<file path="src/rtl/sram_arbiter_if.sv">
// -----------------------------------------------------------------------------
// sram_arbiter_if
//   Bundles the fetch port, the data-memory port and the SRAM port that meet
//   at sram_arbiter.
//
//   modport slave  : the arbiter. It takes requests and SRAM read data, and
//                    drives grants, read responses and the SRAM controls.
//   modport master : the requesters and the SRAM side (used by the bench).
//
//   Fetch port  : if_req, if_addr            -> if_gnt, if_rvalid, if_rdata
//   Data port   : mem_req, mem_we, mem_wstrb,
//                 mem_addr, mem_wdata        -> mem_gnt, mem_rvalid, mem_rdata
//   SRAM port   : sram_rdata                 -> sram_en, sram_we, sram_addr,
//                                               sram_wdata
// -----------------------------------------------------------------------------
interface sram_arbiter_if #(
  parameter int ADDR_W = 32,
  parameter int DATA_W = 32
);
  localparam int STRB_W = DATA_W / 8;

  // Instruction-fetch port (read only)
  logic              if_req;
  logic [ADDR_W-1:0] if_addr;
  logic              if_gnt;
  logic              if_rvalid;
  logic [DATA_W-1:0] if_rdata;

  // Data-memory port
  logic              mem_req;
  logic              mem_we;
  logic [STRB_W-1:0] mem_wstrb;
  logic [ADDR_W-1:0] mem_addr;
  logic [DATA_W-1:0] mem_wdata;
  logic              mem_gnt;
  logic              mem_rvalid;
  logic [DATA_W-1:0] mem_rdata;

  // Single-port synchronous SRAM
  logic              sram_en;
  logic [STRB_W-1:0] sram_we;
  logic [ADDR_W-1:0] sram_addr;
  logic [DATA_W-1:0] sram_wdata;
  logic [DATA_W-1:0] sram_rdata;

  modport slave (
    input  if_req, if_addr,
    output if_gnt, if_rvalid, if_rdata,
    input  mem_req, mem_we, mem_wstrb, mem_addr, mem_wdata,
    output mem_gnt, mem_rvalid, mem_rdata,
    output sram_en, sram_we, sram_addr, sram_wdata,
    input  sram_rdata
  );

  modport master (
    output if_req, if_addr,
    input  if_gnt, if_rvalid, if_rdata,
    output mem_req, mem_we, mem_wstrb, mem_addr, mem_wdata,
    input  mem_gnt, mem_rvalid, mem_rdata,
    input  sram_en, sram_we, sram_addr, sram_wdata,
    output sram_rdata
  );
endinterface

</file>
<file path="src/rtl/sram_arbiter.sv">
// -----------------------------------------------------------------------------
// sram_arbiter
//   Shares one single-port synchronous SRAM between the instruction-fetch port
//   and the data-memory port. At most one access is granted per cycle, in the
//   same cycle it is requested. Read data (1-cycle SRAM latency) is steered
//   back to whichever port issued the read.
//
//   Priority: MEM wins by default. Every cycle IF asks and is refused bumps a
//   starvation counter; once it reaches STARVE_LIMIT, IF wins the next
//   arbitration and the counter clears.
//
//   Ports:
//     clk    : clock
//     reset  : synchronous, active-high reset
//     bus    : sram_arbiter_if.slave (fetch, data and SRAM signals)
//
//   Parameters:
//     ADDR_W       : address width (both ports and the SRAM)
//     DATA_W       : data width, DATA_W/8 byte strobes
//     STARVE_LIMIT : consecutive IF denials before IF is forced, 1..15
// -----------------------------------------------------------------------------
module sram_arbiter #(
  parameter int ADDR_W       = 32,
  parameter int DATA_W       = 32,
  parameter int STARVE_LIMIT = 4
) (
  input  logic           clk,
  input  logic           reset,
  sram_arbiter_if.slave  bus
);

  localparam int STRB_W = DATA_W / 8;

  // The counter is 4 bits wide, so the limit has to fit in 1..15.
  localparam logic [3:0] LIMIT = 4'(STARVE_LIMIT);

  // Owner of the read response returning in the next cycle.
  localparam logic [1:0] OWN_NONE = 2'd0;
  localparam logic [1:0] OWN_IF   = 2'd1;
  localparam logic [1:0] OWN_MEM  = 2'd2;

  logic [3:0] starve_cnt_q, starve_cnt_d;
  logic [1:0] rsp_owner_q,  rsp_owner_d;

  logic force_if;
  logic if_gnt;
  logic mem_gnt;

  // ---------------------------------------------------------------------------
  // Grant logic. Purely combinational so a requester is served in the cycle it
  // asks. Both grants are held low during reset, so nothing reaches the SRAM.
  // ---------------------------------------------------------------------------
  always_comb begin
    force_if = (starve_cnt_q == LIMIT);
    if_gnt   = ~reset & bus.if_req & (~bus.mem_req | force_if);
    mem_gnt  = ~reset & bus.mem_req & ~if_gnt;
  end

  // ---------------------------------------------------------------------------
  // SRAM drive. With no grant the address defaults to the MEM address and the
  // write enables stay low, so the SRAM sees a quiet, defined bus.
  // ---------------------------------------------------------------------------
  assign bus.sram_en    = if_gnt | mem_gnt;
  assign bus.sram_addr  = if_gnt ? bus.if_addr : bus.mem_addr;
  assign bus.sram_we    = (mem_gnt & bus.mem_we) ? bus.mem_wstrb : '0;
  assign bus.sram_wdata = bus.mem_wdata;

  assign bus.if_gnt  = if_gnt;
  assign bus.mem_gnt = mem_gnt;

  // ---------------------------------------------------------------------------
  // Next-state logic for the starvation counter and response owner.
  // ---------------------------------------------------------------------------
  // NOTE: every variable written in an always_comb gets a default first, so no
  // path leaves it unassigned and no latch is inferred.
  always_comb begin
    starve_cnt_d = starve_cnt_q;
    rsp_owner_d  = OWN_NONE;

    // A served or idle IF port has nothing to remember; only consecutive
    // refusals count, and the count stops at the limit.
    if (if_gnt || !bus.if_req) begin
      starve_cnt_d = '0;
    end else if (starve_cnt_q != LIMIT) begin
      starve_cnt_d = starve_cnt_q + 4'd1;
    end

    // Writes complete at the clock edge and return nothing.
    if (if_gnt) begin
      rsp_owner_d = OWN_IF;
    end else if (mem_gnt && !bus.mem_we) begin
      rsp_owner_d = OWN_MEM;
    end
  end

  // NOTE: sequential state uses non-blocking assignments so every flop samples
  // the values from before the edge, independent of statement order.
  always_ff @(posedge clk) begin
    if (reset) begin
      starve_cnt_q <= '0;
      rsp_owner_q  <= OWN_NONE;
    end else begin
      starve_cnt_q <= starve_cnt_d;
      rsp_owner_q  <= rsp_owner_d;
    end
  end

  // ---------------------------------------------------------------------------
  // Read response path. The owner register is only cleared at the edge that
  // samples reset, so the valids are also masked by reset directly: a read
  // granted in the cycle before reset is dropped instead of surfacing while
  // reset is high.
  // ---------------------------------------------------------------------------
  assign bus.if_rvalid  = ~reset & (rsp_owner_q == OWN_IF);
  assign bus.mem_rvalid = ~reset & (rsp_owner_q == OWN_MEM);
  assign bus.if_rdata   = bus.sram_rdata;
  assign bus.mem_rdata  = bus.sram_rdata;

endmodule

</file>
<file path="src/flat_wrapper.sv">
// flat-port wrapper written by rule: the top's interface ports become plain ports
module sram_arbiter_flat 
#(
  parameter int ADDR_W       = 32,
  parameter int DATA_W       = 32,
  parameter int STARVE_LIMIT = 4
)
  (clk, reset, bus_if_req, bus_if_addr, bus_if_gnt, bus_if_rvalid, bus_if_rdata, bus_mem_req, bus_mem_we, bus_mem_wstrb, bus_mem_addr, bus_mem_wdata, bus_mem_gnt, bus_mem_rvalid, bus_mem_rdata, bus_sram_en, bus_sram_we, bus_sram_addr, bus_sram_wdata, bus_sram_rdata);
  sram_arbiter_if #(.ADDR_W(ADDR_W), .DATA_W(DATA_W)) bus_i ();
  input  logic clk;
  input  logic reset;
  input wire logic [$bits(bus_i.if_req)-1:0] bus_if_req;
  input wire logic [$bits(bus_i.if_addr)-1:0] bus_if_addr;
  output wire logic [$bits(bus_i.if_gnt)-1:0] bus_if_gnt;
  output wire logic [$bits(bus_i.if_rvalid)-1:0] bus_if_rvalid;
  output wire logic [$bits(bus_i.if_rdata)-1:0] bus_if_rdata;
  input wire logic [$bits(bus_i.mem_req)-1:0] bus_mem_req;
  input wire logic [$bits(bus_i.mem_we)-1:0] bus_mem_we;
  input wire logic [$bits(bus_i.mem_wstrb)-1:0] bus_mem_wstrb;
  input wire logic [$bits(bus_i.mem_addr)-1:0] bus_mem_addr;
  input wire logic [$bits(bus_i.mem_wdata)-1:0] bus_mem_wdata;
  output wire logic [$bits(bus_i.mem_gnt)-1:0] bus_mem_gnt;
  output wire logic [$bits(bus_i.mem_rvalid)-1:0] bus_mem_rvalid;
  output wire logic [$bits(bus_i.mem_rdata)-1:0] bus_mem_rdata;
  output wire logic [$bits(bus_i.sram_en)-1:0] bus_sram_en;
  output wire logic [$bits(bus_i.sram_we)-1:0] bus_sram_we;
  output wire logic [$bits(bus_i.sram_addr)-1:0] bus_sram_addr;
  output wire logic [$bits(bus_i.sram_wdata)-1:0] bus_sram_wdata;
  input wire logic [$bits(bus_i.sram_rdata)-1:0] bus_sram_rdata;
  assign bus_i.if_req = bus_if_req;
  assign bus_i.if_addr = bus_if_addr;
  assign bus_if_gnt = bus_i.if_gnt;
  assign bus_if_rvalid = bus_i.if_rvalid;
  assign bus_if_rdata = bus_i.if_rdata;
  assign bus_i.mem_req = bus_mem_req;
  assign bus_i.mem_we = bus_mem_we;
  assign bus_i.mem_wstrb = bus_mem_wstrb;
  assign bus_i.mem_addr = bus_mem_addr;
  assign bus_i.mem_wdata = bus_mem_wdata;
  assign bus_mem_gnt = bus_i.mem_gnt;
  assign bus_mem_rvalid = bus_i.mem_rvalid;
  assign bus_mem_rdata = bus_i.mem_rdata;
  assign bus_sram_en = bus_i.sram_en;
  assign bus_sram_we = bus_i.sram_we;
  assign bus_sram_addr = bus_i.sram_addr;
  assign bus_sram_wdata = bus_i.sram_wdata;
  assign bus_i.sram_rdata = bus_sram_rdata;
  sram_arbiter #(.ADDR_W(ADDR_W), .DATA_W(DATA_W), .STARVE_LIMIT(STARVE_LIMIT)) u_core (.clk(clk), .reset(reset), .bus(bus_i));
endmodule
</file>
<file path="config.mk">
export PLATFORM = sky130hd
export DESIGN_NAME = sram_arbiter_flat
export DESIGN_NICKNAME = d
export VERILOG_FILES = /design/src/rtl/sram_arbiter_if.sv /design/src/rtl/sram_arbiter.sv /design/src/flat_wrapper.sv
export SDC_FILE = /design/constraint.sdc
export NUM_CORES = 1
export LEC_CHECK = 0
export CAP_MARGIN = 40
export CORE_AREA = 8 8 99 101
export CTS_CLUSTER_DIAMETER = 120
export CTS_CLUSTER_SIZE = 24
export DETAILED_ROUTE_END_ITERATION = 10
export DIE_AREA = 0 0 107 109
export GPL_TIMING_DRIVEN = 0
export PLACE_DENSITY = 0.74
export SYNTH_ARGS = -nofsm -noshare
export SYNTH_HDL_FRONTEND = slang
export SYNTH_SLANG_ARGS = --single-unit
export TNS_END_PERCENT = 10
</file>
<file path="constraint.sdc">
create_clock -name clk -period 2.6 [get_ports clk]
set_clock_uncertainty 0.1 [all_clocks]
set_input_delay 0.52 -clock clk [delete_from_list [all_inputs] [get_ports clk]]
set_output_delay 0.52 -clock clk [all_outputs]
set_load 0.05 [all_outputs]
</file>
# == After elaboration in Yosys (flattened, before gate mapping) ==
# Index checks and enable logic that the tools add are counted.
# totals
input_bits,137
word_cells,30
output_inout_bits,137
regBits,6
# classes
bitwise_logic,12
n_reduce_logical,6
add_sub_neg,1
n_eq_ne,4
muxes,4
# op_table
op,count
32-bit 2-to-1 mux,1
1-bit AND,7
"4-bit by 1-bit adder with 4-bit output, second input constant",1
"4-bit by 3-bit equality test with 1-bit output, second input constant",1
4-bit 2-to-1 mux,1
"4-bit by 3-bit != test with 1-bit output, second input constant",1
2-bit OR reduction,2
1-bit NOT,3
"2-bit by 1-bit equality test with 1-bit output, second input constant",1
"2-bit equality test, second input constant",1
1-bit logical NOT,2
2-bit 2-to-1 mux,1
1-bit bitwise OR,2
1-bit logical AND,1
1-bit logical OR,1
1-bit 2-to-1 mux,1

# == Depth between registers and ports, before layout ==
# depth
ltp_word,8
mapped_depth,6
ltp_nobuf,5

# == Least setup slack after synthesis ==
# OpenSTA, ideal clock, no wires.
# synth_timing
path_type,register -> output
startpoint,reg u_core.starve_cnt_q[0]
endpoint,out bus_sram_we[0]
arrival_time_ps,2259
slack_ps,-279
path_stages_with_launch,6
path_buffers,0
required_ps,1980
path_cell_list,dfxtp_1 inv_1 ha_1 and3b_1 a21oi_1 and3_1
# synth_via
elab_chain_cells,7
# synth_lines
item,line_no,text
start: declaration,sram_arbiter.sv:42,"logic [3:0] starve_cnt_q, starve_cnt_d;"
start signal: assignment,sram_arbiter.sv:103,starve_cnt_q <= starve_cnt_d;
4-bit by 3-bit equality test with 1-bit output,sram_arbiter.sv:54,force_if = (starve_cnt_q == LIMIT);
1-bit bitwise OR,sram_arbiter.sv:55,if_gnt = ~reset & bus.if_req & (~bus.mem_req | force_if);
1-bit AND,sram_arbiter.sv:55,
1-bit NOT,sram_arbiter.sv:56,mem_gnt = ~reset & bus.mem_req & ~if_gnt;
1-bit AND,sram_arbiter.sv:56,
named net bus_mem_gnt,flat_wrapper.sv:22,output wire logic [$bits(bus_i.mem_gnt)-1:0] bus_mem_gnt;
1-bit AND,sram_arbiter.sv:65,assign bus.sram_we = (mem_gnt & bus.mem_we) ? bus.mem_wstrb : '0;
4-bit 2-to-1 mux,sram_arbiter.sv:65,
end: declaration,flat_wrapper.sv:26,output wire logic [$bits(bus_i.sram_we)-1:0] bus_sram_we;
# The timed path passes the listed nets, and every way through them passes these cells.

# == Worst setup path after layout ==
# layout_timing
startpoint,in reset
endpoint,out bus_sram_addr[17]
# layout_via
elab_chain_cells,4
# layout_lines
item,line_no,text
start: declaration,flat_wrapper.sv:11,input logic reset;
1-bit NOT,sram_arbiter.sv:55,
1-bit AND (2 in series),sram_arbiter.sv:55,
32-bit 2-to-1 mux,sram_arbiter.sv:64,assign bus.sram_addr = if_gnt ? bus.if_addr : bus.mem_addr;
end: declaration,flat_wrapper.sv:27,output wire logic [$bits(bus_i.sram_addr)-1:0] bus_sram_addr;
# No other way between the ends.

==> results.json <==
{
  "status": "finished, final reports clean",
  "endpoint_kind": "primary output",
  "die_y_um": 109,
  "hold_viol": 0,
  "globalplace.congestion": 0.773,
  "syn_avg_cell_area_um2": 8.59,
  "fmax_mhz": 394,
  "start_kind": "primary input",
  "fin_util_pct": 44.9,
  "drt_first_pass_iters": 4,
  "hp-class": "reg2reg",
  "dieWidth_um": 107,
  "rsz0062_at_grt": "yes",
  "vias_per_cell": 3.72,
  "syn_area_um2": 1430,
  "cts_tree": "done",
  "grt_use_met3_pct": 5.20,
  "grt_start_max_net_pins": 11,
  "max-cap-violations": 0,
  "peakVddDrop_v": 0.000172,
  "r2r-start": "u_core.starve_cnt_q[0]",
  "synth.distinct_cells": 20,
  "finalCritPeriodShare_pct": 97.5,
  "final_nets": 523,
  "dp_hpwl_um": 6990,
  "crit_required_ns": 1.98,
  "wl_per_cell_um": 15.8,
  "met1_usage_pct": 12.1,
  "die_area_um2": 11700,
  "syn_nets": 305,
  "setup_violations": 0,
  "path_cells": "dlygate4sd2_1 -> nand2b_4 -> a21oi_4 -> buf_12 -> buf_8 -> mux2_2 -> buf_6",
  "postRouteAntennaNets": 0,
  "ctsLongestPathBuffers": 2,
  "relSlewSlack_pct": 64.9,
  "antennaDiodeCount": 0,
  "synth_cells": 166,
  "critPathMaxFanout": 10,
  "r2r-end": "u_core.starve_cnt_q[2]",
  "power_density_nw_per_um2": 319,
  "htreeDepth": 1,
  "slowest_stage": "mux2_2",
  "crit_buf_inv": 4,
  "crit_family": "buffers and inverters",
  "stdcell_area_um2": 3760,
  "period_needed_ns": 2.54,
  "clockRootBuffer": "clkbuf_8",
  "grt_antenna_before_repair": 0,
  "fp.coreArea_um2": 8380,
  "rrSetupSlack_ns": 1.10,
  "dpl_cell_area_um2": 3660,
  "start_util_pct": 17.0,
  "track_usage_pct": 11.7,
  "yosys_warnings": 0,
  "drt_first_iter_violations": 59,
  "arrival_ns": 1.92,
  "worst_slew_pin_slew_ns": 0.525,
  "critical_path_class": "in2out",
  "drive_above_1_share_pct": 46.9,
  "busiest_layer": "met2",
  "slowest_delay_ns": 0.35,
  "wirelength_um": 7730,
  "rows": 34,
  "reg2regPathDepth": 5,
  "ys_ff_latch": 6,
  "cts_buffers": 3,
  "grt_pass1_vias": 1987,
  "vias": 1822,
  "clkTransAtPathRegs_ns": 0.04,
  "areaGrowthSynthToFinish_pct": 164,
  "cts_sinks": 6,
  "overflow": 0,
  "crit_cells": 7,
  "post-route-drc-count": 0,
  "ios": 274,
  "crit_end": "bus_sram_addr[17]",
  "drv_slew": 0,
  "clk_latency_ns": 0.22,
  "grt_pass1_wl_um": 11000,
  "placement.io_buffers": 209,
  "ys_seq_area_share_pct": 8.42,
  "startpoint": "reset",
  "grtUsageMet2_pct": 21.4,
  "leakage_nw": 1.67
}
## metal layers
metal | share of wire, % | wire (µm)
met5 | 0 | 0
met4 | 0.32 | 25
met3 | 12 | 966
met2 | 53 | 4070
met1 | 35 | 2670
## where the power goes
part | internal, mW | switching, mW
logic | 0.418 | 0.546
registers | 0.0948 | 0.00139
clock network | 0.0994 | 0.0397
total | 0.613 | 0.587
## stage by stage
step	std cells	setup slack (ns)	power (mW)	hold slack, ns	TNS, ns
6_report	490	0.0650	1.20	0.330	0
3_3_place_gp	483	-0.827	1.05	0.343	-27.50
3_5_place_dp	483	-0.824	1.05	0.360	-27.92
4_1_cts	490	0.0251	1.18	0.375	0
5_1_grt	490	-0.0361	1.24	0.361	-0.526
2_1_floorplan	166	0.100	0.703	0.330	0
## kinds of logic (layout without fill, tap and decap cells)
group / count (synthesis) / after routing / share of synthesized area [%]
compound gates: 3 / 3 / 1.84
flops: 6 / 6 / 8.42
buf+inv: 102 / 318 / 53.7
xor+xnor: 2 / 2 / 1.23
mux: 32 / 32 / 25.3
simple gates: 19 / 19 / 7.81
fa+ha+maj: 2 / 2 / 1.75
## synth_stat cells
cell	n	area [µm²]
and3_1	4	25.0
xor2_1	1	8.76
nand2b_1	2	12.5
xnor2_1	1	8.76
a21oi_1	2	10.0
buf_6	3	33.8
inv_1	3	11.3
mux2_1	2	22.5
nand3_1	1	5.00
a21oi_4	1	16.3
buf_4	96	721
mux2_2	30	338
nor2b_1	1	6.26
dfxtp_1	6	120
nand3b_1	1	7.51
or3b_1	1	8.76
and3b_1	1	8.76
nor2_1	6	22.5
ha_1	2	25.0
nor3b_1	2	15.0
## worst min-delay path by stage
stage                                start                      to  slack (ns)  depth (start not counted)
global placement    u_core.starve_cnt_q[0]  u_core.starve_cnt_q[0]        0.34                          1
detailed placement  u_core.starve_cnt_q[0]  u_core.starve_cnt_q[0]        0.36                          1
floorplan           u_core.starve_cnt_q[0]  u_core.starve_cnt_q[0]        0.33                          1
finish              u_core.starve_cnt_q[0]  u_core.starve_cnt_q[0]        0.33                          1
CTS                 u_core.starve_cnt_q[0]  u_core.starve_cnt_q[0]        0.38                          1
global route        u_core.starve_cnt_q[0]  u_core.starve_cnt_q[0]        0.36                          1
## final cells by class
cell class	instances	area [µm²]
Multi-Input combinational cell	58	559
Clock buffer	3	41.3
Sequential cell	6	121
Buffer	99	758
Inverter	3	11.3
Timing Repair Buffer	213	2130
Tap cell	108	135
Fill cell	805	4620
## layout by cell type (no fill, tap or decap)
master           synthesis  final
clkdlybuf4s50_1          0    168
buf_4                   96     97
mux2_2                  30     30
buf_6                    3     28
buf_2                    0      8
nor2_1                   6      6
clkdlybuf4s15_2          0      5
dfxtp_1                  6      5
and3_1                   4      4
dlygate4sd2_1            0      4
inv_1                    3      3
clkbuf_8                 0      3
mux2_4                   0      2
nor3b_1                  2      2
ha_1                     2      2
nand3b_1                 1      1
nand2b_4                 0      1
a21oi_4                  1      1
buf_8                    0      1
and3b_1                  1      1
nand2b_1                 2      1
a21oi_2                  0      1
or3b_1                   1      1
xnor2_1                  1      1
nor2b_1                  1      1
a21oi_1                  2      1
nand3_1                  1      1
xor2_1                   1      1
buf_12                   0      1
dfxtp_2                  0      1
## registers in the layout, indices dropped and copies added, names as in the netlist
signal,flops
u_core.rsp_owner_q,2
u_core.starve_cnt_q,4
## what timing repair did
item | 4_1_cts | 5_1_grt
pin swaps | 1 | 1
hold buffers | 0 | 0
gates resized for setup | 197 | 48
gates cloned | 2 | 0
buffers inserted | 2 | 0
setup endpoints to repair | 41 | 30
No activity file was read; power rests on OpenSTA's default activity.
